File: src/rtl/alu_muldiv_ctrl_pkg.sv
`default_nettype none
// ============================================================================
// Module   : alu_muldiv_ctrl_pkg
// Purpose  : Shared ALU operation codes, funct/opcode constants, sequencer
//            state encoding and the combinational ALU decode function.
// Revision : 1.0 - initial release with RV32M codes
// ============================================================================
package alu_muldiv_ctrl_pkg;

  // ALU operation codes driven onto the ALU control bus
  localparam logic [4:0] OPNULL   = 5'd0;
  localparam logic [4:0] OPADD    = 5'd1;
  localparam logic [4:0] OPSUB    = 5'd2;
  localparam logic [4:0] OPSLL    = 5'd3;
  localparam logic [4:0] OPSLT    = 5'd4;
  localparam logic [4:0] OPSLTU   = 5'd5;
  localparam logic [4:0] OPXOR    = 5'd6;
  localparam logic [4:0] OPSRL    = 5'd7;
  localparam logic [4:0] OPSRA    = 5'd8;
  localparam logic [4:0] OPOR     = 5'd9;
  localparam logic [4:0] OPAND    = 5'd10;
  localparam logic [4:0] OPLUI    = 5'd11;
  localparam logic [4:0] OPMUL    = 5'd16;
  localparam logic [4:0] OPMULH   = 5'd17;
  localparam logic [4:0] OPMULHSU = 5'd18;
  localparam logic [4:0] OPMULHU  = 5'd19;
  localparam logic [4:0] OPDIV    = 5'd20;
  localparam logic [4:0] OPDIVU   = 5'd21;
  localparam logic [4:0] OPREM    = 5'd22;
  localparam logic [4:0] OPREMU   = 5'd23;

  // ALUOp encodings from main control
  localparam logic [1:0] ALUOP_ADD    = 2'b00;
  localparam logic [1:0] ALUOP_BRANCH = 2'b01;
  localparam logic [1:0] ALUOP_FUNCT  = 2'b10;
  localparam logic [1:0] ALUOP_LUI    = 2'b11;

  // funct3 of R/I-type arithmetic
  localparam logic [2:0] FUN3ADD  = 3'b000;
  localparam logic [2:0] FUN3SLL  = 3'b001;
  localparam logic [2:0] FUN3SLT  = 3'b010;
  localparam logic [2:0] FUN3SLTU = 3'b011;
  localparam logic [2:0] FUN3XOR  = 3'b100;
  localparam logic [2:0] FUN3SR   = 3'b101;
  localparam logic [2:0] FUN3OR   = 3'b110;
  localparam logic [2:0] FUN3AND  = 3'b111;

  // funct3 of branches
  localparam logic [2:0] FUN3BEQ  = 3'b000;
  localparam logic [2:0] FUN3BNE  = 3'b001;
  localparam logic [2:0] FUN3BLT  = 3'b100;
  localparam logic [2:0] FUN3BGE  = 3'b101;
  localparam logic [2:0] FUN3BLTU = 3'b110;
  localparam logic [2:0] FUN3BGEU = 3'b111;

  localparam logic [6:0] FUN7ZERO   = 7'b0000000;
  localparam logic [6:0] FUN7ALT    = 7'b0100000;
  localparam logic [6:0] FUN7MULDIV = 7'b0000001;

  localparam logic [6:0] OPCODE_OP = 7'b0110011;

  // M-op sequencer states
  typedef enum logic [1:0] {
    ST_IDLE = 2'd0,
    ST_MUL  = 2'd1,
    ST_DIV  = 2'd2,
    ST_DONE = 2'd3
  } state_t;

  // Combinational ALUOp/funct decode to an ALU operation code
  function automatic logic [4:0] alu_decode(
    input logic [1:0] aluop,
    input logic [6:0] opcode,
    input logic [6:0] funct7,
    input logic [2:0] funct3,
    input logic       m_ext
  );
    logic [4:0] op;
    op = OPNULL;
    case (aluop)
      ALUOP_ADD: op = OPADD;
      ALUOP_LUI: op = OPLUI;
      ALUOP_BRANCH: begin
        case (funct3)
          FUN3BEQ, FUN3BNE:   op = OPSUB;
          FUN3BLT, FUN3BGE:   op = OPSLT;
          FUN3BLTU, FUN3BGEU: op = OPSLTU;
          default:            op = OPNULL;
        endcase
      end
      default: begin
        if (funct7 == FUN7MULDIV) begin
          // M-extension ops occupy a contiguous code block indexed by funct3
          op = m_ext ? (OPMUL + {2'b00, funct3}) : OPNULL;
        end else begin
          case (funct3)
            // I-type ADDI reuses funct7 bits as immediate, so only OP may subtract
            FUN3ADD:  op = (opcode == OPCODE_OP && funct7 == FUN7ALT) ? OPSUB : OPADD;
            FUN3SLL:  op = OPSLL;
            FUN3SLT:  op = OPSLT;
            FUN3SLTU: op = OPSLTU;
            FUN3XOR:  op = OPXOR;
            FUN3SR: begin
              if (funct7 == FUN7ALT)       op = OPSRA;
              else if (funct7 == FUN7ZERO) op = OPSRL;
              else                         op = OPNULL;
            end
            FUN3OR:   op = OPOR;
            default:  op = OPAND;
          endcase
        end
      end
    endcase
    return op;
  endfunction

endpackage
`default_nettype wire

File: src/rtl/alu_muldiv_ctrl_serial_divider.sv
`default_nettype none
// ============================================================================
// Module   : serial_divider
// Purpose  : Radix-2 restoring divider on operand magnitudes, one quotient
//            bit per cycle. Detects divide-by-zero and signed overflow at
//            start and loads the architectural results immediately.
// Revision : 1.0 - initial release
// ============================================================================
module serial_divider #(
  parameter int XLEN = 32
) (
  input  logic            clk,
  input  logic            rst,
  input  logic            flush,
  input  logic            start,
  input  logic            is_signed,
  input  logic [XLEN-1:0] dividend,
  input  logic [XLEN-1:0] divisor,
  output logic            special,
  output logic            last,
  output logic [XLEN-1:0] quotient,
  output logic [XLEN-1:0] remainder
);

  localparam int CW = $clog2(XLEN);
  localparam logic [CW-1:0] LAST_COUNT = CW'(XLEN - 1);
  localparam logic [XLEN-1:0] MOST_NEG = {1'b1, {(XLEN-1){1'b0}}};

  logic            busy;
  logic [CW-1:0]   count;
  logic [XLEN-1:0] quot;
  logic [XLEN-1:0] rem;
  logic [XLEN-1:0] dvsr;
  logic            neg_q;
  logic            neg_r;

  logic            div_zero;
  logic            overflow;
  logic            sign_a;
  logic            sign_b;
  logic [XLEN-1:0] mag_a;
  logic [XLEN-1:0] mag_b;
  logic [XLEN:0]   shifted;
  logic [XLEN:0]   diff;

  // Start-time operand classification and magnitudes, plus one restoring step
  always_comb begin
    div_zero = (divisor == '0);
    overflow = is_signed && (dividend == MOST_NEG) && (divisor == '1);
    special  = div_zero || overflow;
    sign_a   = is_signed && dividend[XLEN-1];
    sign_b   = is_signed && divisor[XLEN-1];
    mag_a    = sign_a ? (~dividend + 1'b1) : dividend;
    mag_b    = sign_b ? (~divisor + 1'b1) : divisor;
    shifted  = {rem, quot[XLEN-1]};
    diff     = shifted - {1'b0, dvsr};
    last     = busy && (count == LAST_COUNT);
  end

  // Iteration registers: special cases load final values, otherwise shift-subtract
  always_ff @(posedge clk) begin
    if (rst) begin
      busy  <= 1'b0;
      count <= '0;
      quot  <= '0;
      rem   <= '0;
      dvsr  <= '0;
      neg_q <= 1'b0;
      neg_r <= 1'b0;
    end else if (flush) begin
      busy <= 1'b0;
    end else if (start) begin
      count <= '0;
      if (div_zero) begin
        quot  <= '1;
        rem   <= dividend;
        neg_q <= 1'b0;
        neg_r <= 1'b0;
        busy  <= 1'b0;
      end else if (overflow) begin
        quot  <= dividend;
        rem   <= '0;
        neg_q <= 1'b0;
        neg_r <= 1'b0;
        busy  <= 1'b0;
      end else begin
        quot  <= mag_a;
        rem   <= '0;
        dvsr  <= mag_b;
        neg_q <= sign_a ^ sign_b;
        neg_r <= sign_a;
        busy  <= 1'b1;
      end
    end else if (busy) begin
      if (!diff[XLEN]) begin
        rem  <= diff[XLEN-1:0];
        quot <= {quot[XLEN-2:0], 1'b1};
      end else begin
        rem  <= shifted[XLEN-1:0];
        quot <= {quot[XLEN-2:0], 1'b0};
      end
      count <= count + CW'(1);
      if (last) busy <= 1'b0;
    end
  end

  // Restore operand signs on the registered magnitudes
  always_comb begin
    quotient  = neg_q ? (~quot + 1'b1) : quot;
    remainder = neg_r ? (~rem + 1'b1) : rem;
  end

endmodule
`default_nettype wire

File: src/rtl/alu_muldiv_ctrl.sv
`default_nettype none
// ============================================================================
// Module   : alu_muldiv_ctrl
// Purpose  : EX-stage ALU control with RV32M sequencer. Decodes ALU ops
//            combinationally and runs MUL*/DIV*/REM* over several cycles,
//            stalling the pipeline and returning the result on its own bus.
// Revision : 1.0 - initial release
// ============================================================================
module alu_muldiv_ctrl
  import alu_muldiv_ctrl_pkg::*;
#(
  parameter int XLEN       = 32,
  parameter int MUL_CYCLES = 2,
  parameter int M_EXT      = 1
) (
  input  logic            iCLK,
  input  logic            iRST,
  input  logic            iStart,
  input  logic            iFlush,
  input  logic [6:0]      iOpcode,
  input  logic [6:0]      iFunct7,
  input  logic [2:0]      iFunct3,
  input  logic [1:0]      iALUOp,
  input  logic [XLEN-1:0] iA,
  input  logic [XLEN-1:0] iB,
  output logic [4:0]      oControlSignal,
  output logic            oIsMulDiv,
  output logic            oStall,
  output logic            oDone,
  output logic [XLEN-1:0] oResult
);

  localparam int MCW = (MUL_CYCLES > 2) ? $clog2(MUL_CYCLES) : 1;
  localparam logic [MCW-1:0] MUL_LAST = MCW'((MUL_CYCLES > 1) ? (MUL_CYCLES - 2) : 0);

  state_t            state;
  state_t            next_state;
  logic              accept;
  logic              div_start;
  logic              div_special;
  logic              div_last;
  logic [XLEN-1:0]   quotient;
  logic [XLEN-1:0]   remainder;
  logic [XLEN-1:0]   op_a;
  logic [XLEN-1:0]   op_b;
  logic [2:0]        funct3_q;
  logic [MCW-1:0]    mul_cnt;
  logic [XLEN-1:0]   result_q;
  logic [XLEN-1:0]   fresh;
  logic [2*XLEN-1:0] product;
  logic              a_signed;
  logic              b_signed;

  // ALU operation decode and M-op detection
  always_comb begin
    oControlSignal = alu_decode(iALUOp, iOpcode, iFunct7, iFunct3, (M_EXT != 0));
    oIsMulDiv      = (M_EXT != 0) && (iALUOp == ALUOP_FUNCT) && (iFunct7 == FUN7MULDIV);
    accept         = (state == ST_IDLE) && iStart && oIsMulDiv && !iFlush;
    div_start      = accept && iFunct3[2];
  end

  serial_divider #(
    .XLEN(XLEN)
  ) u_div (
    .clk       (iCLK),
    .rst       (iRST),
    .flush     (iFlush),
    .start     (div_start),
    .is_signed (!iFunct3[0]),
    .dividend  (iA),
    .divisor   (iB),
    .special   (div_special),
    .last      (div_last),
    .quotient  (quotient),
    .remainder (remainder)
  );

  // Full-width product on latched operands; MULH signs both, MULHSU only rs1
  always_comb begin
    a_signed = op_a[XLEN-1] && (funct3_q[1:0] == 2'b01 || funct3_q[1:0] == 2'b10);
    b_signed = op_b[XLEN-1] && (funct3_q[1:0] == 2'b01);
    product  = {{XLEN{a_signed}}, op_a} * {{XLEN{b_signed}}, op_b};
    if (funct3_q[2])
      fresh = funct3_q[1] ? remainder : quotient;
    else
      fresh = (funct3_q[1:0] == 2'b00) ? product[XLEN-1:0] : product[2*XLEN-1:XLEN];
  end

  // State register
  always_ff @(posedge iCLK) begin
    if (iRST) state <= ST_IDLE;
    else      state <= next_state;
  end

  // Next-state and handshake outputs
  always_comb begin
    next_state = state;
    oStall     = 1'b0;
    oDone      = 1'b0;
    case (state)
      ST_IDLE: begin
        if (accept) begin
          oStall = 1'b1;
          if (iFunct3[2])
            next_state = div_special ? ST_DONE : ST_DIV;
          else
            next_state = (MUL_CYCLES == 1) ? ST_DONE : ST_MUL;
        end
      end
      ST_MUL: begin
        oStall = 1'b1;
        if (iFlush)                    next_state = ST_IDLE;
        else if (mul_cnt == MUL_LAST)  next_state = ST_DONE;
      end
      ST_DIV: begin
        oStall = 1'b1;
        if (iFlush)        next_state = ST_IDLE;
        else if (div_last) next_state = ST_DONE;
      end
      default: begin
        // iStart here belongs to the instruction just completed
        next_state = ST_IDLE;
        oDone      = !iFlush;
      end
    endcase
    oResult = oDone ? fresh : result_q;
  end

  // Operand latch, multiply cycle counter and held result
  always_ff @(posedge iCLK) begin
    if (iRST) begin
      op_a     <= '0;
      op_b     <= '0;
      funct3_q <= '0;
      mul_cnt  <= '0;
      result_q <= '0;
    end else begin
      if (accept) begin
        op_a     <= iA;
        op_b     <= iB;
        funct3_q <= iFunct3;
        mul_cnt  <= '0;
      end else if (state == ST_MUL) begin
        mul_cnt <= mul_cnt + MCW'(1);
      end
      if (oDone) result_q <= fresh;
    end
  end

endmodule
`default_nettype wire
File: config.mk
export PLATFORM = sky130hd
export DESIGN_NAME = alu_muldiv_ctrl
export DESIGN_NICKNAME = d
export VERILOG_FILES = /design/src/rtl/alu_muldiv_ctrl_pkg.sv /design/src/rtl/alu_muldiv_ctrl_serial_divider.sv /design/src/rtl/alu_muldiv_ctrl.sv
export SDC_FILE = /design/constraint.sdc
export NUM_CORES = 2
export LEC_CHECK = 0
export ABC_AREA = 1
export ABC_CLOCK_PERIOD_IN_PS = 21300
export BUFFER_PORTS_ARGS = -buffer_cell sky130_fd_sc_hd__clkbuf_2
export CAP_MARGIN = 20
export CORE_AREA = 5 5 262 328
export CTS_CLUSTER_DIAMETER = 200
export CTS_CLUSTER_SIZE = 40
export DETAILED_ROUTE_END_ITERATION = 10
export DIE_AREA = 0 0 267 333
export PLACE_DENSITY = 0.84
export SLEW_MARGIN = 20
export SYNTH_ARGS = -nofsm -noshare
export SYNTH_HDL_FRONTEND = slang
export SYNTH_HIERARCHICAL = 1
export SYNTH_SLANG_ARGS = --single-unit
File: constraint.sdc
create_clock -name iCLK -period 21.3 [get_ports iCLK]
set_clock_uncertainty 0.2 [all_clocks]
set_input_delay 2.13 -clock iCLK [delete_from_list [all_inputs] [get_ports iCLK]]
set_output_delay 2.13 -clock iCLK [all_outputs]
set_load 0.005 [all_outputs]
==> impl_metrics.csv <==
group,metric,value,unit
pwr,power.static_leakage,31.5,nW
placed_design,port_buffers,126,
worst_setup_path,setup.worst_path.start_class,"register",
grt,antenna_found_initial,2,
hold_path,hold_start,"op_a[9]",
timing,final_period_minus_worst_setup_slack,12990,ps
clock_tree,post_cts.repair.setup_buffers,0,
timing,slew_viol_final,0,
finish,design_area,58400,um2
clock_tree,number_of_buffers_created_by_cts,9,
timing,fmaxAchievable,77.0,MHz
grt,globalRoute.totalOverflow,0,
run_status,run_status,"completed",
placed_design,detailed_place.area,58100,um2
logic_synthesis,number_of_unique_standard_cell_types_used_by_synthesis,56,
timing,grt_setup_unrepaired,"no",
finish,drive_above_1_share,4.95,%
logic_synthesis,synth.net_count,9534,
worst_setup_path,crit-reg2reg-capture,"result_q[15]",
worst_setup_path,worst-path-max-fanout,33,
pwr,pwr_density_cell,12.9,nW/um2
clock_tree,cts_repair_resize_count,0,
timing,fin_setup_tns,0,ps
clock_tree,clock_path_buffers,3,
clock_tree,clk-insertion-delay-late,530,ps
grt,grt_pass1_wl,303000,um
logic_synthesis,yosys.area_share.xor_xnor,2.16,%
clock_tree,count_of_h_tree_levels_built_during_cts,1,
die,die_height,333,um
logic_synthesis,cell_area_after_technology_mapping,57100,um2
worst_setup_path,critical_path.reg2reg.startpoint,"funct3_q[1]",
timing,setup_viol,0,
route,drt_iter0_drc,4966,
route,detailroute.via_count,52098,
die,std_cell_rows,118,
grt,gr-usage-all-layers,44.1,%
logic_synthesis,synth_compound_area_share,5.88,%
logic_synthesis,synth-edff-count,0,
route,route.detailed.drc,0,
clock_tree,tritoncts_num_sinks,206,
hold_path,min-delay-path-class,"reg -> reg",
timing,transition_time_at_the_pin_with_the_least_slew_margin,1090,ps
worst_setup_path,timing.reg2reg.worst_path_depth,33,
clock_tree,root_driver,"clkbuf_16",
timing,finalCritPeriodShare,61.0,%
logic_synthesis,netlist_instances,8063,
logic_synthesis,postSynth.asyncResetShare,0,%
hold_path,hold_depth,2,
worst_setup_path,timing.reg2reg.setup_slack,10970,ps
worst_setup_path,count_of_buffering_cells_on_the_critical_path_with_inverters_included,10,
clock_tree,path_clk_slew,140,ps
logic_synthesis,number_of_storage_elements_in_the_synthesis_netlist,206,
logic_synthesis,yosysWarningCount,6,
timing,timing.slew.headroom,27.1,%
route,detail_route.wirelength,195000,um
die,start_util,69.3,%
finish,layout.filler_cells,6501,
die,die_ar,88900,um2
clock_tree,cts.hold.buffers_added,0,
worst_setup_path,worstSetupPathType,"reg -> out",
worst_setup_path,arrival,10660,ps
die,fp.dieW,267,um
logic_synthesis,yosys_most_used_dff,"dfxtp_1",
logic_synthesis,synth-simple-area-share,22.8,%
clock_tree,tritoncts,"yes",
die,number_of_top_level_pins,127,
logic_synthesis,synth-seq-area-share,7.22,%
worst_setup_path,gate_family_responsible_for_the_most_delay_along_the_worst_path,"adder cells",
finish,synthesis_to_layout_area_growth,2.26,%
worst_setup_path,timing.critical_path.to_type,"output port",
route,antenna_violating_nets_post_route,0,
route,viasPerCell,5.80,
placed_design,gpl.final_weighted_congestion,1.08,
logic_synthesis,synth_top_family_by_area,"adder cells",
route,post_drt_wl_per_cell,21.7,um
worst_setup_path,critical-path-max-stage-delay,1010,ps
hold_path,worst_hold_path.endpoint,"op_a[9]",
worst_setup_path,required,18970,ps
route,first_pass_iters,7,
finish,num-nets-final,9368,
worst_setup_path,worst_path_max_delay_cell,"dfxtp_1",
grt,grt_max_degree,86,
logic_synthesis,postSynthAreaPerCell,7.08,um2
placed_design,post-dp-hpwl,160000,um
grt,grt_pass1_vias,55611,
timing,whs,257,ps
die,core_area,82400,um2
logic_synthesis,mux_share_of_post_synthesis_cell_area,0,%
pwr,vdd_drop_max,0.0575,mV
flow_run,max_cap_check_violation_count,0,
logic_synthesis,share_of_synthesized_cell_area_in_full_adder_half_adder_and_majority_cells,45.1,%
timing,hold_violations,0,
-- cells in the mapped netlist, drive strengths merged (2+ instances only) --
library cell,number,area [um2]
nand2,2365,8960
inv,2137,8030
fa,1126,22500
nor2,414,1650
a21oi,339,1820
clkbuf,328,1230
ha,258,3230
nand3,242,1310
o21ai,240,1200
dfxtp,206,4120
xor2,118,1030
nand4,58,363
buf,51,329
or2,37,231
nor3,35,206
xnor2,23,201
nand3b,14,105
o21bai,14,105
nor4,13,115
a21o,6,45.0
and3,6,37.5
a31oi,5,31.3
o211ai,5,42.5
clkinv,4,15.0
and2,3,18.8
o22ai,3,18.8
a22o,2,17.5
o21a,2,15.0
o31ai,2,15.0
o32ai,2,17.5
-- cells in the final DEF (no fill, tap or decap), types with 5 or more instances in the layout --
master,count
inv_2,11
o21bai_1,14
a21oi_2,33
nand3_2,12
or2_2,35
and3_1,6
clkinv_1,5
xnor2_1,23
nor2_2,27
clkbuf_16,9
fa_1,1125
ha_1,258
nand2_2,24
dfxtp_2,10
o21ai_0,223
a21oi_1,306
xor2_1,118
a31oi_1,5
nor2_4,5
clkbuf_2,126
inv_1,2123
dfxtp_1,196
o21ai_1,16
buf_4,75
a21o_1,6
nand3_1,226
nor4_1,9
nand2_1,2338
nor3_1,30
nand3b_1,14
nand4_1,58
nor2_1,382
-- final cells by class --
cell class              instances  area [um2]  area share (%)
diodes                          3        7.51          0.0129
clock buffers                   9         225           0.386
repair buffers                202        1210            2.07
multi-input cells            5337       43400            74.3
inverters                    2141        8040            13.8
well taps                    1080        1350            2.31
clock inverters                 1        30.0          0.0514
flip-flops and latches        206        4140            7.08
-- sequential cells by signal, summed over array words and instances, names as in the netlist --
name	flops
u_div/neg_r	1
u_div/quot	32
funct3_q	3
u_div/dvsr	32
u_div/neg_q	1
op_b	32
mul_cnt	1
u_div/busy	1
u_div/rem	32
state	2
u_div/count	5
result_q	32
op_a	32
-- worst min-delay path, stage by stage (launching register included) --
cell	delay, ps
dfxtp_1	340
inv_1	50
a21oi_1	50
-- report_power, final --
part | switching (W) | total, W | leakage [nW] | internal [W]
registers | 0.00000318 | 0.000395 | 1.66 | 0.000392
logic | 0.0000928 | 0.000137 | 29.8 | 0.0000439
clock network | 0.000143 | 0.000223 | 0.122 | 0.0000800
total | 0.000239 | 0.000755 | 31.5 | 0.000515
-- cells by family (layout without fill, tap and decap cells) --
logic type | Yosys count | in the layout
simple gates | 3189 | 3189
flops | 206 | 206
buf+inv | 2520 | 2353
xor+xnor | 141 | 141
other cells | 0 | 3
compound gates | 623 | 623
fa+ha+maj | 1384 | 1384
-- per-stage QoR --
step           std cells  worst slack, ps  power, W  util, %
6_report            8979             8310  0.000755     70.9
5_1_grt             8976             7670  0.000779     70.9
4_1_cts             8975             8360  0.000751     70.9
3_5_place_dp        8965             8920  0.000534     70.6
3_3_place_gp        8964             9160  0.000532     70.5
2_1_floorplan       8063            10900  0.000475        -
-- per-layer routing --
metal / wire length [um] / global-route usage, % / vias to the layer above / part of all wire, %
met5: 0 / 0 / - / 0
met4: 22800 / 37.7 / 0 / 12
met3: 17800 / 8.63 / 1328 / 9.1
met2: 92300 / 73.6 / 3345 / 47
met1: 61900 / 47.7 / 24652 / 32
li1: - / - / 22773 / -
-- worst max-delay path by stage --
stage	cells after the start	start	slack (ps)	end
4_1_cts	32	funct3_q[1]	8360	oResult[25]
2_1_floorplan	34	funct3_q[1]	10900	oResult[31]
5_1_grt	32	funct3_q[1]	7670	oResult[25]
6_report	34	funct3_q[1]	8310	oResult[25]
3_3_place_gp	32	funct3_q[1]	9160	oResult[25]
3_5_place_dp	32	funct3_q[1]	8920	oResult[25]
Power figures use the tool's default switching activity.
